===== config.mk =====
export PLATFORM = sky130hd
export DESIGN_NAME = alarm_ctrl
export DESIGN_NICKNAME = d
export VERILOG_FILES = /design/src/rtl/alarm_ctrl.sv
export SDC_FILE = /design/constraint.sdc
export NUM_CORES = 1
export LEC_CHECK = 0
export CAP_MARGIN = 25
export CORE_MARGIN = 10
export CORE_UTILIZATION = 35
export CTS_CLUSTER_SIZE = 24
export DETAILED_ROUTE_END_ITERATION = 10
export GPL_ROUTABILITY_DRIVEN = 0
export PLACE_DENSITY = 0.54
export REMOVE_ABC_BUFFERS = 1
export SYNTH_ARGS = -nofsm -noshare
export SYNTH_HDL_FRONTEND = slang
export SYNTH_SLANG_ARGS = --single-unit

===== constraint.sdc =====
create_clock -name clk -period 2.3 [get_ports clk]
set_input_delay 0.345 -clock clk [delete_from_list [all_inputs] [get_ports clk]]
set_output_delay 0.345 -clock clk [all_outputs]
set_load 0.01 [all_outputs]

===== src/rtl/alarm_ctrl.sv =====
// alarm_ctrl: alarm-clock controller.
//   Stores an alarm time (stepped by set_hour/set_min), compares it against the
//   running time of day on each one-second tick, and sequences the ring,
//   snooze and stop behaviour. The buzzer is driven 1 s on / 1 s off while
//   ringing.
// Ports:
//   clk               system clock, all state on posedge
//   clrn              asynchronous active-low reset
//   tick_1s           one-cycle pulse per second
//   h, m, s           current time of day (h 0..23, m/s 0..59)
//   alarm_en          level; low disables the alarm and forces idle
//   set_hour, set_min single-cycle pulses stepping the alarm time
//   stop, snooze      single-cycle pulses
//   alarm_h, alarm_m  stored alarm time (registered)
//   ringing, snoozing registered status
//   buzz              registered buzzer drive
module alarm_ctrl #(
    parameter int DEFAULT_H   = 7,
    parameter int DEFAULT_M   = 0,
    parameter int RING_SECS   = 60,
    parameter int SNOOZE_SECS = 300
) (
    input  logic       clk,
    input  logic       clrn,
    input  logic       tick_1s,
    input  logic [5:0] h,
    input  logic [5:0] m,
    input  logic [5:0] s,
    input  logic       alarm_en,
    input  logic       set_hour,
    input  logic       set_min,
    input  logic       stop,
    input  logic       snooze,
    output logic [5:0] alarm_h,
    output logic [5:0] alarm_m,
    output logic       ringing,
    output logic       snoozing,
    output logic       buzz
);

    localparam logic [1:0] ST_IDLE    = 2'd0;
    localparam logic [1:0] ST_RINGING = 2'd1;
    localparam logic [1:0] ST_SNOOZE  = 2'd2;

    localparam logic [5:0] DEF_H       = 6'(DEFAULT_H);
    localparam logic [5:0] DEF_M       = 6'(DEFAULT_M);
    localparam logic [5:0] RING_LAST   = 6'(RING_SECS - 1);
    localparam logic [8:0] SNOOZE_LOAD = 9'(SNOOZE_SECS);

    logic [1:0] state_r;
    logic [1:0] state_nx_s;
    logic [5:0] ring_cnt_r;
    logic [5:0] ring_cnt_nx_s;
    logic [8:0] snz_cnt_r;
    logic [8:0] snz_cnt_nx_s;
    logic       phase_r;
    logic       phase_nx_s;
    logic [5:0] alarm_h_nx_s;
    logic [5:0] alarm_m_nx_s;
    logic       match_s;

    // Match uses the alarm time held this cycle, before any set pulse lands.
    assign match_s = tick_1s && alarm_en && (h == alarm_h) && (m == alarm_m) && (s == 6'd0);

    // Alarm time stepping: hour wraps 23->0, minute wraps 59->0.
    always_comb begin
        alarm_h_nx_s = alarm_h;
        alarm_m_nx_s = alarm_m;
        if (set_hour) begin
            alarm_h_nx_s = (alarm_h == 6'd23) ? 6'd0 : alarm_h + 6'd1;
        end else begin
            alarm_h_nx_s = alarm_h;
        end
        if (set_min) begin
            alarm_m_nx_s = (alarm_m == 6'd59) ? 6'd0 : alarm_m + 6'd1;
        end else begin
            alarm_m_nx_s = alarm_m;
        end
    end

    // Ring/snooze sequencer: alarm_en, then stop, then snooze, then tick events.
    always_comb begin
        state_nx_s    = state_r;
        ring_cnt_nx_s = ring_cnt_r;
        snz_cnt_nx_s  = snz_cnt_r;
        phase_nx_s    = phase_r;
        if (!alarm_en) begin
            state_nx_s = ST_IDLE;
            phase_nx_s = 1'b0;
        end else begin
            case (state_r)
                ST_IDLE: begin
                    if (match_s) begin
                        state_nx_s    = ST_RINGING;
                        ring_cnt_nx_s = 6'd0;
                        phase_nx_s    = 1'b1;
                    end else begin
                        state_nx_s = ST_IDLE;
                    end
                end
                ST_RINGING: begin
                    if (stop) begin
                        state_nx_s = ST_IDLE;
                        phase_nx_s = 1'b0;
                    end else if (snooze) begin
                        state_nx_s   = ST_SNOOZE;
                        snz_cnt_nx_s = SNOOZE_LOAD;
                        phase_nx_s   = 1'b0;
                    end else if (tick_1s) begin
                        if (ring_cnt_r == RING_LAST) begin
                            state_nx_s = ST_IDLE;
                            phase_nx_s = 1'b0;
                        end else begin
                            ring_cnt_nx_s = ring_cnt_r + 6'd1;
                            phase_nx_s    = ~phase_r;
                        end
                    end else begin
                        state_nx_s = ST_RINGING;
                    end
                end
                ST_SNOOZE: begin
                    if (stop) begin
                        state_nx_s = ST_IDLE;
                    end else if (tick_1s) begin
                        if (snz_cnt_r == 9'd1) begin
                            state_nx_s    = ST_RINGING;
                            ring_cnt_nx_s = 6'd0;
                            phase_nx_s    = 1'b1;
                        end else begin
                            snz_cnt_nx_s = snz_cnt_r - 9'd1;
                        end
                    end else begin
                        state_nx_s = ST_SNOOZE;
                    end
                end
                default: begin
                    state_nx_s = ST_IDLE;
                    phase_nx_s = 1'b0;
                end
            endcase
        end
    end

    // State, counters, alarm time and registered status outputs.
    always_ff @(posedge clk or negedge clrn) begin
        if (!clrn) begin
            state_r    <= ST_IDLE;
            ring_cnt_r <= 6'd0;
            snz_cnt_r  <= 9'd0;
            phase_r    <= 1'b0;
            alarm_h    <= DEF_H;
            alarm_m    <= DEF_M;
            ringing    <= 1'b0;
            snoozing   <= 1'b0;
            buzz       <= 1'b0;
        end else begin
            state_r    <= state_nx_s;
            ring_cnt_r <= ring_cnt_nx_s;
            snz_cnt_r  <= snz_cnt_nx_s;
            phase_r    <= phase_nx_s;
            alarm_h    <= alarm_h_nx_s;
            alarm_m    <= alarm_m_nx_s;
            ringing    <= (state_nx_s == ST_RINGING);
            snoozing   <= (state_nx_s == ST_SNOOZE);
            buzz       <= phase_nx_s && (state_nx_s == ST_RINGING);
        end
    end

endmodule


### Word level (Yosys, flattened, before mapping)

Cells that the tools add are included.

| storage, ports and cells | value |
|---|---|
| register bits | 33 |
| latch bits | 0 |
| memory bits (writable) | 0 |
| bits in read-only memories | 0 |
| output and inout port bits | 15 |
| memories | 0 |

| operators by class | value |
|---|---|
| $add $sub $neg | 4 |
| $mul | 0 |
| div/mod/pow operators | 0 |
| order comparisons | 0 |
| eq/ne operators | 20 |
| shifts and indexed selects | 0 |
| muxes and demuxes | 37 |
| bitwise gates (word level) | 1 |
| reductions and logical operators | 11 |

Operators by type and width:

| cell | count |
|---|---|
| two-way mux 6 bit | 10 |
| two-way mux 9 bit | 5 |
| inequality test 2 bit, second input constant | 10 |
| adder 6 x 1 -> 6 bit, second input constant | 3 |
| one-hot mux 6 bit (3 select lines) | 1 |
| one-hot mux 9 bit (2 select lines) | 1 |
| two-way mux 2 bit | 8 |
| equality test 6 bit | 2 |
| equality test 6 bit, second input constant | 2 |
| two-way mux 1 bit | 10 |
| AND reduction 10 bit | 1 |
| equality test 9 x 1 -> 1 bit, second input constant | 1 |
| subtractor 9 x 1 -> 9 bit, second input constant | 1 |
| AND reduction 7 bit | 1 |
| equality test 6 x 5 -> 1 bit, second input constant | 1 |
| logical NOT 6 bit | 1 |
| one-hot mux 2 bit (3 select lines) | 1 |
| logical AND 1 bit | 5 |
| equality test 2 x 1 -> 1 bit, second input constant | 2 |
| equality test 2 bit, second input constant | 2 |
| one-hot mux 1 bit (3 select lines) | 1 |
| nonzero test 3 bit | 1 |
| logical NOT 2 bit | 1 |
| nonzero test 2 bit | 1 |
| NOT 1 bit | 1 |

### Longest topological paths before layout

Gate-level depths: netlist of the first run.

| depth | value |
|---|---|
| depth after elaboration | 9 |
| depth in mapped cells | 7 |
| gate-level depth less buffers | 7 |

### Worst setup path after synthesis of the first run

OpenSTA, ideal clock, no wires.

| timing | value |
|---|---|
| kind | register to register |
| start | reg snz_cnt_r[1] |
| end | reg snz_cnt_r[3] |
| library setup time | 132 ps |
| arrival | 1950 ps |
| data required time | 2168 ps |
| slack | 218 ps |
| stages on the path, launching flop included | 8 |
| path buffers | 0 |
| period minus slack after synthesis | 2082 ps |
| cells stage by stage | dfrtp_1 > inv_1 > ha_1 > nor4b_1 > a2111o_1 > a2111oi_2 > xnor2_1 > nand2_1 |

| between the ends | value |
|---|---|
| longest elaborated chain between the ends | 5 |
| elaborated cells on any way between the ends | 8 |

RTL lines:

| element | line | text |
|---|---|---|
| start: declaration | 54 | `logic [8:0] snz_cnt_r;` |
| start signal: assignment | 159 | `snz_cnt_r <= snz_cnt_nx_s;` |
| subtractor 9 x 1 -> 9 bit | 130 | `snz_cnt_nx_s = snz_cnt_r - 9'd1;` |
| two-way mux 9 bit | 125 | `if (snz_cnt_r == 9'd1) begin` |
| two-way mux 9 bit | 124 | `end else if (tick_1s) begin` |
| two-way mux 9 bit | 122 | `if (stop) begin` |
| one-hot mux 9 bit (2 select lines) | 91 | `case (state_r)` |

Several ways; a longest one is shown, not always the timed one. The select of a mux whose other input is x is not followed.
A chain may end at the register's enable or synchronous reset.

### Worst setup path after layout of the first run

| timing | value |
|---|---|
| start | reg snz_cnt_r[0] |
| end | reg snz_cnt_r[7] |

Same word-level chain as after synthesis.

==> results of run 1 <==
[flip-flops by register name, indices dropped and copies added, names as in the netlist]
| signal | flops |
|---|---|
| alarm_h | 6 |
| alarm_m | 6 |
| buzz | 1 |
| phase_r | 1 |
| ring_cnt_r | 6 |
| ringing | 1 |
| snoozing | 1 |
| snz_cnt_r | 9 |
| state_r | 2 |
[power by group]
part           switching, mW  internal (mW)  total (mW)
clock                  0.218          0.353       0.571
combinational          0.268          0.370       0.638
sequential             0.178          0.697       0.875
total                  0.664           1.42        2.08
[worst paths after layout]
check,startpoint,end,slack (ns),cells after the start
max,snz_cnt_r[0],snz_cnt_r[7],0.24,6
max in group asynchronous,clrn,alarm_h[1],1.49,2
max reg2reg,snz_cnt_r[0],snz_cnt_r[7],0.24,6
min,clrn,snz_cnt_r[5],0.47,2
min in group clk,alarm_h[0],alarm_h[0],0.52,1
min reg2reg,alarm_h[0],alarm_h[0],0.52,1
[cell type report]
type / instances / share of cell area (%)
multi-input combinational: 153 / 40.14
sequential: 33 / 31.42
timing repair buffer: 54 / 19.62
tap: 72 / 3.412
clock buffer: 7 / 3.270
clock inverter: 1 / 1.137
inverter: 7 / 0.9953
[synthesized netlist by cell type, types with 2 or more instances]
master	number	area, um^2
nand2b_1	3	18.77
nor4bb_1	2	20.02
inv_1	7	26.28
mux2_2	3	33.78
dfrtp_1	30	750.7
nor4_1	7	43.79
a21oi_1	10	50.05
or2_2	2	12.51
dfstp_2	3	78.83
nand2_1	16	60.06
nor3_1	4	20.02
a22o_1	2	17.52
and2_1	5	31.28
nand4_1	7	43.79
and3_1	2	12.51
o21ai_0	9	45.04
and4_1	2	17.52
clkbuf_1	4	15.01
o21a_1	5	37.54
xnor2_1	10	87.58
nand3_1	6	30.03
ha_1	5	62.56
xor2_1	16	140.1
or4_1	3	22.52
nor2_1	12	45.04
nor2b_1	3	18.77
[routing by layer]
layer | global-route usage [%] | vias up
met5 | 0 | -
met4 | 4.937 | 0
met3 | 5.075 | 8
met2 | 15.68 | 49
met1 | 13.89 | 780
li1 | - | 832
[per-stage QoR]
step                      setup slack (ns)  power [mW]  hold WS [ns]  utilization (%)  area (um^2)
after floorplan                     0.2055       1.167       0.04941                -         1916
after global placement             0.01854       1.532        0.5107            46.40         2524
after detailed placement          0.003914       1.534        0.5100            46.40         2524
after CTS                           0.2339       2.115        0.4822            48.54         2640
after global routing               0.01805       2.234        0.4981            48.54         2640
final                               0.2373       2.084        0.4738            48.54         2640
[logic make-up (layout without fill, tap and decap cells)]
| group | count (synthesis) | in the layout | synth area share (%) |
|---|---|---|---|
| and+or+nand+nor | 80 | 80 | 23.08 |
| buffers and inverters | 12 | 69 | 2.391 |
| DFF | 33 | 33 | 42.86 |
| xor gates and xnor gates | 26 | 26 | 11.76 |
| muxes | 4 | 4 | 2.262 |
| AOI/OAI and AO/OA | 38 | 38 | 14.42 |
| adders and majority gates | 5 | 5 | 3.232 |
==> impl_metrics.ini, run 1 <==
[run_status]
status = finished, final reports clean

[yosys]
ys.flop_type = dfrtp_1
ys_ff_latch = 33
ys_seq_area_share_pct = 42.86
synthArstFlopShare_pct = 100.0
avgSynthCellArea_um2 = 9.776
synth_edf_count = 0
ys_types = 46
yosys_warnings = 0
synthCells = 198
synth_area_um2 = 1936

[detailed_routing]
antenna_left = 0
drc = 0
drtIter0Drc = 106
met2_length_um = 1978
viasPerCell = 5.104
drt_first_pass_iters = 4
wl_per_cell_um = 14.30
wl_um = 4676
wl_met3_um = 427
dr_total_vias = 1669
top_layer_used = met4
m1WireLength_um = 2189

[critical_path]
arrival_ns = 2.24
cp.required_ns = 2.48
max_stage_delay_ns = 0.56
crit_chain = ha_1, nor4b_1, a2111o_1, a2111oi_4, xor2_1, and2_1
cp_slowest_cell = a2111o_1
cp_max_fo = 7
end_kind = flip-flop
crit_type = reg2reg
startpoint_type = flip-flop
path_delay_family = compound AO/OA/AOI/OAI gates
crit_buf_inv = 0

[die]
die_w_um = 94.37
num_rows = 27
start_util_pct = 35.59
ios = 41
core_area_um2 = 5439
die_h_um = 94.37
die-area_um2 = 8905

[clock_network]
cts_tree = done
cts-resized-gates = 0
hold_buffers = 0
cts_sinks = 33
cts_setup_buffers = 0
cts_buffers = 5
clk_pin_slew_ns = 0.07
htree_levels = 2
insertion_delay_ns = 0.29
clock-root-buffer = clkbuf_8
cts.path.max_buffers = 2

[layout]
multi_input_area_um2 = 1060
antennaDiodeCount = 0
layout_commonest_cell = clkdlybuf4s50_1
regArea_um2 = 829.5
syn_to_final_growth_pct = 36.39
drive_above_1_share_pct = 12.55
instances_no_fill = 327
nNetsFinal = 285
final_cell_mix = clkdlybuf4s50_1, dfrtp_1, nand2_1, xor2_1, buf_4
nFillCells = 527

[sta]
tightestPinTransition_ns = 0.6211
min_period_over_period_pct = 89.68
setup_viol = 0
slew-limit-headroom_pct = 58.21
hold_viol_final = 0
fin_skew_ns = 0.007248
rsz0062_at_grt = no
finalSetupTns_ns = 0
period_minus_slack_ns = 2.063
final_max_slew_viol_count = 0
fmaxAchievable_mhz = 484.8

[grt]
grt_max_degree = 34
grt_pass1_wl_um = 7797
grt_pass1_vias = 1644
antenna_found_initial = 0
track_usage_pct = 11.01
grt_overflow = 0

[power]
peakVddDrop_v = 0.0005039
p_per_area_nw_per_um2 = 789.4
leakage_nw = 1.125

[flow_run]
cap_violations = 0

[placed_design]
dpl.cell_count = 319
hpwl_um = 3510
io_buffers = 40

[worst_hold_path]
hold_path.class = in2async
Power figures use the tool's default switching activity.
==> inputs of run 2 (changes only) <==
--- a/config.mk
+++ b/config.mk
@@ -5,12 +5,13 @@
 export SDC_FILE = /design/constraint.sdc
 export NUM_CORES = 1
 export LEC_CHECK = 0
-export CAP_MARGIN = 25
+export CAP_MARGIN = 5
 export CORE_MARGIN = 10
 export CORE_UTILIZATION = 35
 export CTS_CLUSTER_SIZE = 24
 export DETAILED_ROUTE_END_ITERATION = 10
 export GPL_ROUTABILITY_DRIVEN = 0
+export MAX_ROUTING_LAYER = met4
 export PLACE_DENSITY = 0.54
 export REMOVE_ABC_BUFFERS = 1
 export SYNTH_ARGS = -nofsm -noshare
==> impl_metrics.ini, run 2 (synthesis results as in run 1) <==
[detailed_routing]
viasPerCell = 5.101
wl_um = 4685
dr_total_vias = 1668
drt_first_pass_iters = 4
drtIter0Drc = 114
drc = 0
wl_per_cell_um = 14.33
antenna_left = 0

[sta]
tightestPinTransition_ns = 0.6245
final_max_slew_viol_count = 0
finalHoldWorstSlack_ns = 0.4739
fmaxAchievable_mhz = 484.8
min_period_over_period_pct = 89.68
setup_viol = 0
fin_skew_ns = 0.008430
period_minus_slack_ns = 2.063
hold_viol_final = 0
finalSetupTns_ns = 0
slew-limit-headroom_pct = 57.98
rsz0062_at_grt = no

[grt]
grt_pass1_vias = 1642
grt_overflow = 0
grt_pass1_wl_um = 7803
grt_max_degree = 34
track_usage_pct = 11.36
antenna_found_initial = 0

[die]
num_rows = 27
die_w_um = 94.37
die_h_um = 94.37
ios = 41
die-area_um2 = 8905
start_util_pct = 35.59
core_area_um2 = 5439

[clock_network]
cts-resized-gates = 0
insertion_delay_ns = 0.29
clock-root-buffer = clkbuf_8
htree_levels = 2
cts.path.max_buffers = 2
cts_sinks = 33
cts_setup_buffers = 0
cts_buffers = 5
cts_tree = done
clk_pin_slew_ns = 0.07
hold_buffers = 0

[layout]
nNetsFinal = 285
layout_commonest_cell = clkdlybuf4s50_1
final_cell_mix = clkdlybuf4s50_1, dfrtp_1, nand2_1, xor2_1, buf_4
regMostFlops = snz_cnt_r
antennaDiodeCount = 0
syn_to_final_growth_pct = 36.39
instances_no_fill = 327
drive_above_1_share_pct = 12.55
largest_register_ffs = 9
nFillCells = 527

[power]
leakage_nw = 1.125
p_per_area_nw_per_um2 = 789.1
peakVddDrop_v = 0.0005034

[critical_path]
startpoint_type = flip-flop
cp_max_fo = 7
arrival_ns = 2.24
end_kind = flip-flop
crit_type = reg2reg
cp.required_ns = 2.48

[placed_design]
dpl.cell_count = 319
hpwl_um = 3510
io_buffers = 40

[run_status]
status = finished, final reports clean

[flow_run]
cap_violations = 0

[worst_hold_path]
hold_path.class = in2async
## run 2: stage by stage
stage,setup slack (ns),total power [mW],utilization (%),cell area (um^2)
after floorplan,0.2055,1.167,-,1916
after detailed placement,0.003914,1.534,46.40,2524
after CTS,0.2339,2.115,48.54,2640
final,0.2374,2.083,48.54,2640
after global placement,0.01854,1.532,46.40,2524
after global routing,0.01805,2.234,48.54,2640
## run 2: cell type report
cell class | instances | area (um^2) | share of cell area, %
sequential | 33 | 829.5 | 31.42
timing repair buffer | 54 | 518.0 | 19.62
clock buffer | 7 | 86.33 | 3.270
inverter | 7 | 26.28 | 0.9953
tap | 72 | 90.09 | 3.412
multi-input combinational | 153 | 1060 | 40.14
clock inverter | 1 | 30.03 | 1.137
## run 2: where the power goes
| group | switching, mW | total (mW) | internal [mW] |
|---|---|---|---|
| Combinational | 0.269 | 0.638 | 0.370 |
| Clock | 0.215 | 0.569 | 0.353 |
| Sequential | 0.179 | 0.876 | 0.697 |
| Total | 0.663 | 2.08 | 1.42 |
## run 2: layer usage
layer / wire length (um) / GRT usage, % / share of wire [%] / vias up
met5: 0 / - / 0 / -
met1: 2333 / 14.74 / 50 / 784
li1: - / - / - / 833
met2: 1994 / 15.68 / 43 / 43
met3: 278 / 3.727 / 5.9 / 8
met4: 78 / 4.937 / 1.7 / 0
## run 2: critical path, cell delays in order, from the launching register on
cell and delay, ns:
dfrtp_1 0.39, ha_1 0.20, nor4b_1 0.15, a2111o_1 0.56, a2111oi_4 0.39, xor2_1 0.10, and2_1 0.16
## run 2: worst paths after layout
path                         startpoint            to  slack, ns  cells after the start
max reg2reg                snz_cnt_r[0]  snz_cnt_r[7]       0.24                      6
min                                clrn  snz_cnt_r[5]       0.47                      2
min reg2reg                  alarm_h[0]    alarm_h[0]       0.52                      1
max in group asynchronous          clrn    alarm_h[1]       1.49                      2
min in group clk             alarm_h[0]    alarm_h[0]       0.52                      1
max                        snz_cnt_r[0]  snz_cnt_r[7]       0.24                      6
==> inputs of run 3 (changes only) <==
--- a/config.mk
+++ b/config.mk
@@ -6,13 +6,15 @@
 export NUM_CORES = 1
 export LEC_CHECK = 0
 export CAP_MARGIN = 5
+export CELL_PAD_IN_SITES_DETAIL_PLACEMENT = 2
+export CELL_PAD_IN_SITES_GLOBAL_PLACEMENT = 2
 export CORE_MARGIN = 10
-export CORE_UTILIZATION = 35
+export CORE_UTILIZATION = 31
 export CTS_CLUSTER_SIZE = 24
 export DETAILED_ROUTE_END_ITERATION = 10
 export GPL_ROUTABILITY_DRIVEN = 0
 export MAX_ROUTING_LAYER = met4
-export PLACE_DENSITY = 0.54
+export PLACE_DENSITY = 0.75
 export REMOVE_ABC_BUFFERS = 1
 export SYNTH_ARGS = -nofsm -noshare
 export SYNTH_HDL_FRONTEND = slang
==> impl_metrics.ini, run 3 (synthesis results as in run 1) <==
[critical_path]
startpoint_type = flip-flop
r2r-start = snz_cnt_r[1]
end_kind = flip-flop
max_stage_delay_ns = 0.39
crit_chain = inv_1, ha_1, nor4b_1, and2_1, a32oi_1, o32a_1, a211o_1
crit_path_end = ring_cnt_r[5]
r2r_cells = 7
r2r-end = ring_cnt_r[5]
arrival_ns = 2.28
crit_buf_inv = 1
crit_type = reg2reg
cp.required_ns = 2.48
startpoint = snz_cnt_r[1]
path_delay_family = compound AO/OA/AOI/OAI gates
rrSetupSlack_ns = 0.20
cp_max_fo = 6
cp_slowest_cell = o32a_1
worst-path-stages = 7

[clock_network]
htree_levels = 2
cts-resized-gates = 0
cts_setup_buffers = 0
cts_sinks = 33
cts_buffers = 5
insertion_delay_ns = 0.29
clk_pin_slew_ns = 0.08
clock-root-buffer = clkbuf_8
cts_tree = done
hold_buffers = 0
cts.path.max_buffers = 2

[die]
die_h_um = 99.02
num_rows = 28
ios = 41
core_area_um2 = 5991
die-area_um2 = 9805
die_w_um = 99.02
start_util_pct = 32.31

[grt]
grt_pass1_vias = 1969
grt_max_degree = 34
grt_pass1_wl_um = 9984
antenna_found_initial = 0
grt_overflow = 0
track_usage_pct = 12.65

[layout]
antennaDiodeCount = 0
layout_commonest_cell = clkdlybuf4s50_1
largest_register_ffs = 9
final_cell_mix = clkdlybuf4s50_1, dfrtp_1, buf_4, nand2_1, xor2_1
nFillCells = 645
drive_above_1_share_pct = 13.57
syn_to_final_growth_pct = 37.10
regMostFlops = snz_cnt_r
nNetsFinal = 288

[power]
peakVddDrop_v = 0.0004265
p_per_area_nw_per_um2 = 812.7
leakage_nw = 1.132

[detailed_routing]
viasPerCell = 5.177
antenna_left = 0
wl_per_cell_um = 17.63
drtIter0Drc = 33
top_layer_used = met4
wl_um = 5870
met2_length_um = 2820
drc = 0
drt_first_pass_iters = 4
dr_total_vias = 1724
m1WireLength_um = 2771
wl_met3_um = 217

[sta]
finalHoldWorstSlack_ns = 0.4516
fmaxAchievable_mhz = 476.0
slew-limit-headroom_pct = 60.86
hold_viol_final = 0
period_minus_slack_ns = 2.101
tightestPinTransition_ns = 0.5817
finalSetupTns_ns = 0
rsz0062_at_grt = no
setup_viol = 0
fin_skew_ns = 0.009176
min_period_over_period_pct = 91.33
final_max_slew_viol_count = 0

[run_status]
status = finished, final reports clean

[worst_hold_path]
hold_path.class = in2async

[placed_design]
io_buffers = 40
hpwl_um = 4536

[flow_run]
cap_violations = 0
## run 3: cell types whose count changed in the layout (fill, tap and decap cells not counted), sizes merged
cell	before	now
buf	14	17
## run 3: worst min-delay path by stage
stage | from | endpoint | cells past startpoint
2_1_floorplan | clrn | alarm_h[3] | 0
3_3_place_gp | ring_cnt_r[1] | ring_cnt_r[1] | 1
3_5_place_dp | alarm_h[0] | alarm_h[0] | 1
4_1_cts | clrn | ring_cnt_r[5] | 2
5_1_grt | clrn | alarm_h[3] | 2
6_report | clrn | alarm_m[2] | 2
## run 3: through the flow
step	cells	setup WS [ns]	instance area (um^2)	utilization (%)	power [mW]
floorplan	193	0.2055	1916	-	1.167
CTS	333	0.1913	2654	44.30	2.199
finish	333	0.1994	2654	44.30	2.157
global placement	325	-0.01096	2537	42.36	1.560
detailed placement	325	-0.08284	2537	42.36	1.601
global route	333	0.04210	2654	44.30	2.310
## run 3: worst reg2reg max path: stages (launching register included)
cell	delay, ns
dfrtp_1	0.38
inv_1	0.10
ha_1	0.15
nor4b_1	0.35
and2_1	0.23
a32oi_1	0.07
o32a_1	0.39
a211o_1	0.32
## run 3: cell type report
| cell class | count | area, um^2 | area share (%) |
|---|---|---|---|
| multi-input combinational | 153 | 1060 | 39.93 |
| clock inverter | 1 | 30.03 | 1.132 |
| sequential | 33 | 829.5 | 31.26 |
| timing repair buffer | 57 | 528.0 | 19.90 |
| inverter | 7 | 26.28 | 0.9901 |
| clock buffer | 7 | 86.33 | 3.253 |
| tap | 75 | 93.84 | 3.536 |
## run 3: layer usage
layer  global-route usage [%]  up-vias
met5                        -        -
met4                    2.977        0
met3                    3.282        6
met2                    20.69       30
met1                    15.15      856
li1                         -      832
## run 3: power by group
group          switching (mW)  internal (mW)  leakage (nW)
clock                   0.231          0.354        0.0585
sequential              0.151          0.696         0.424
combinational           0.328          0.396         0.650
total                   0.711           1.45          1.13
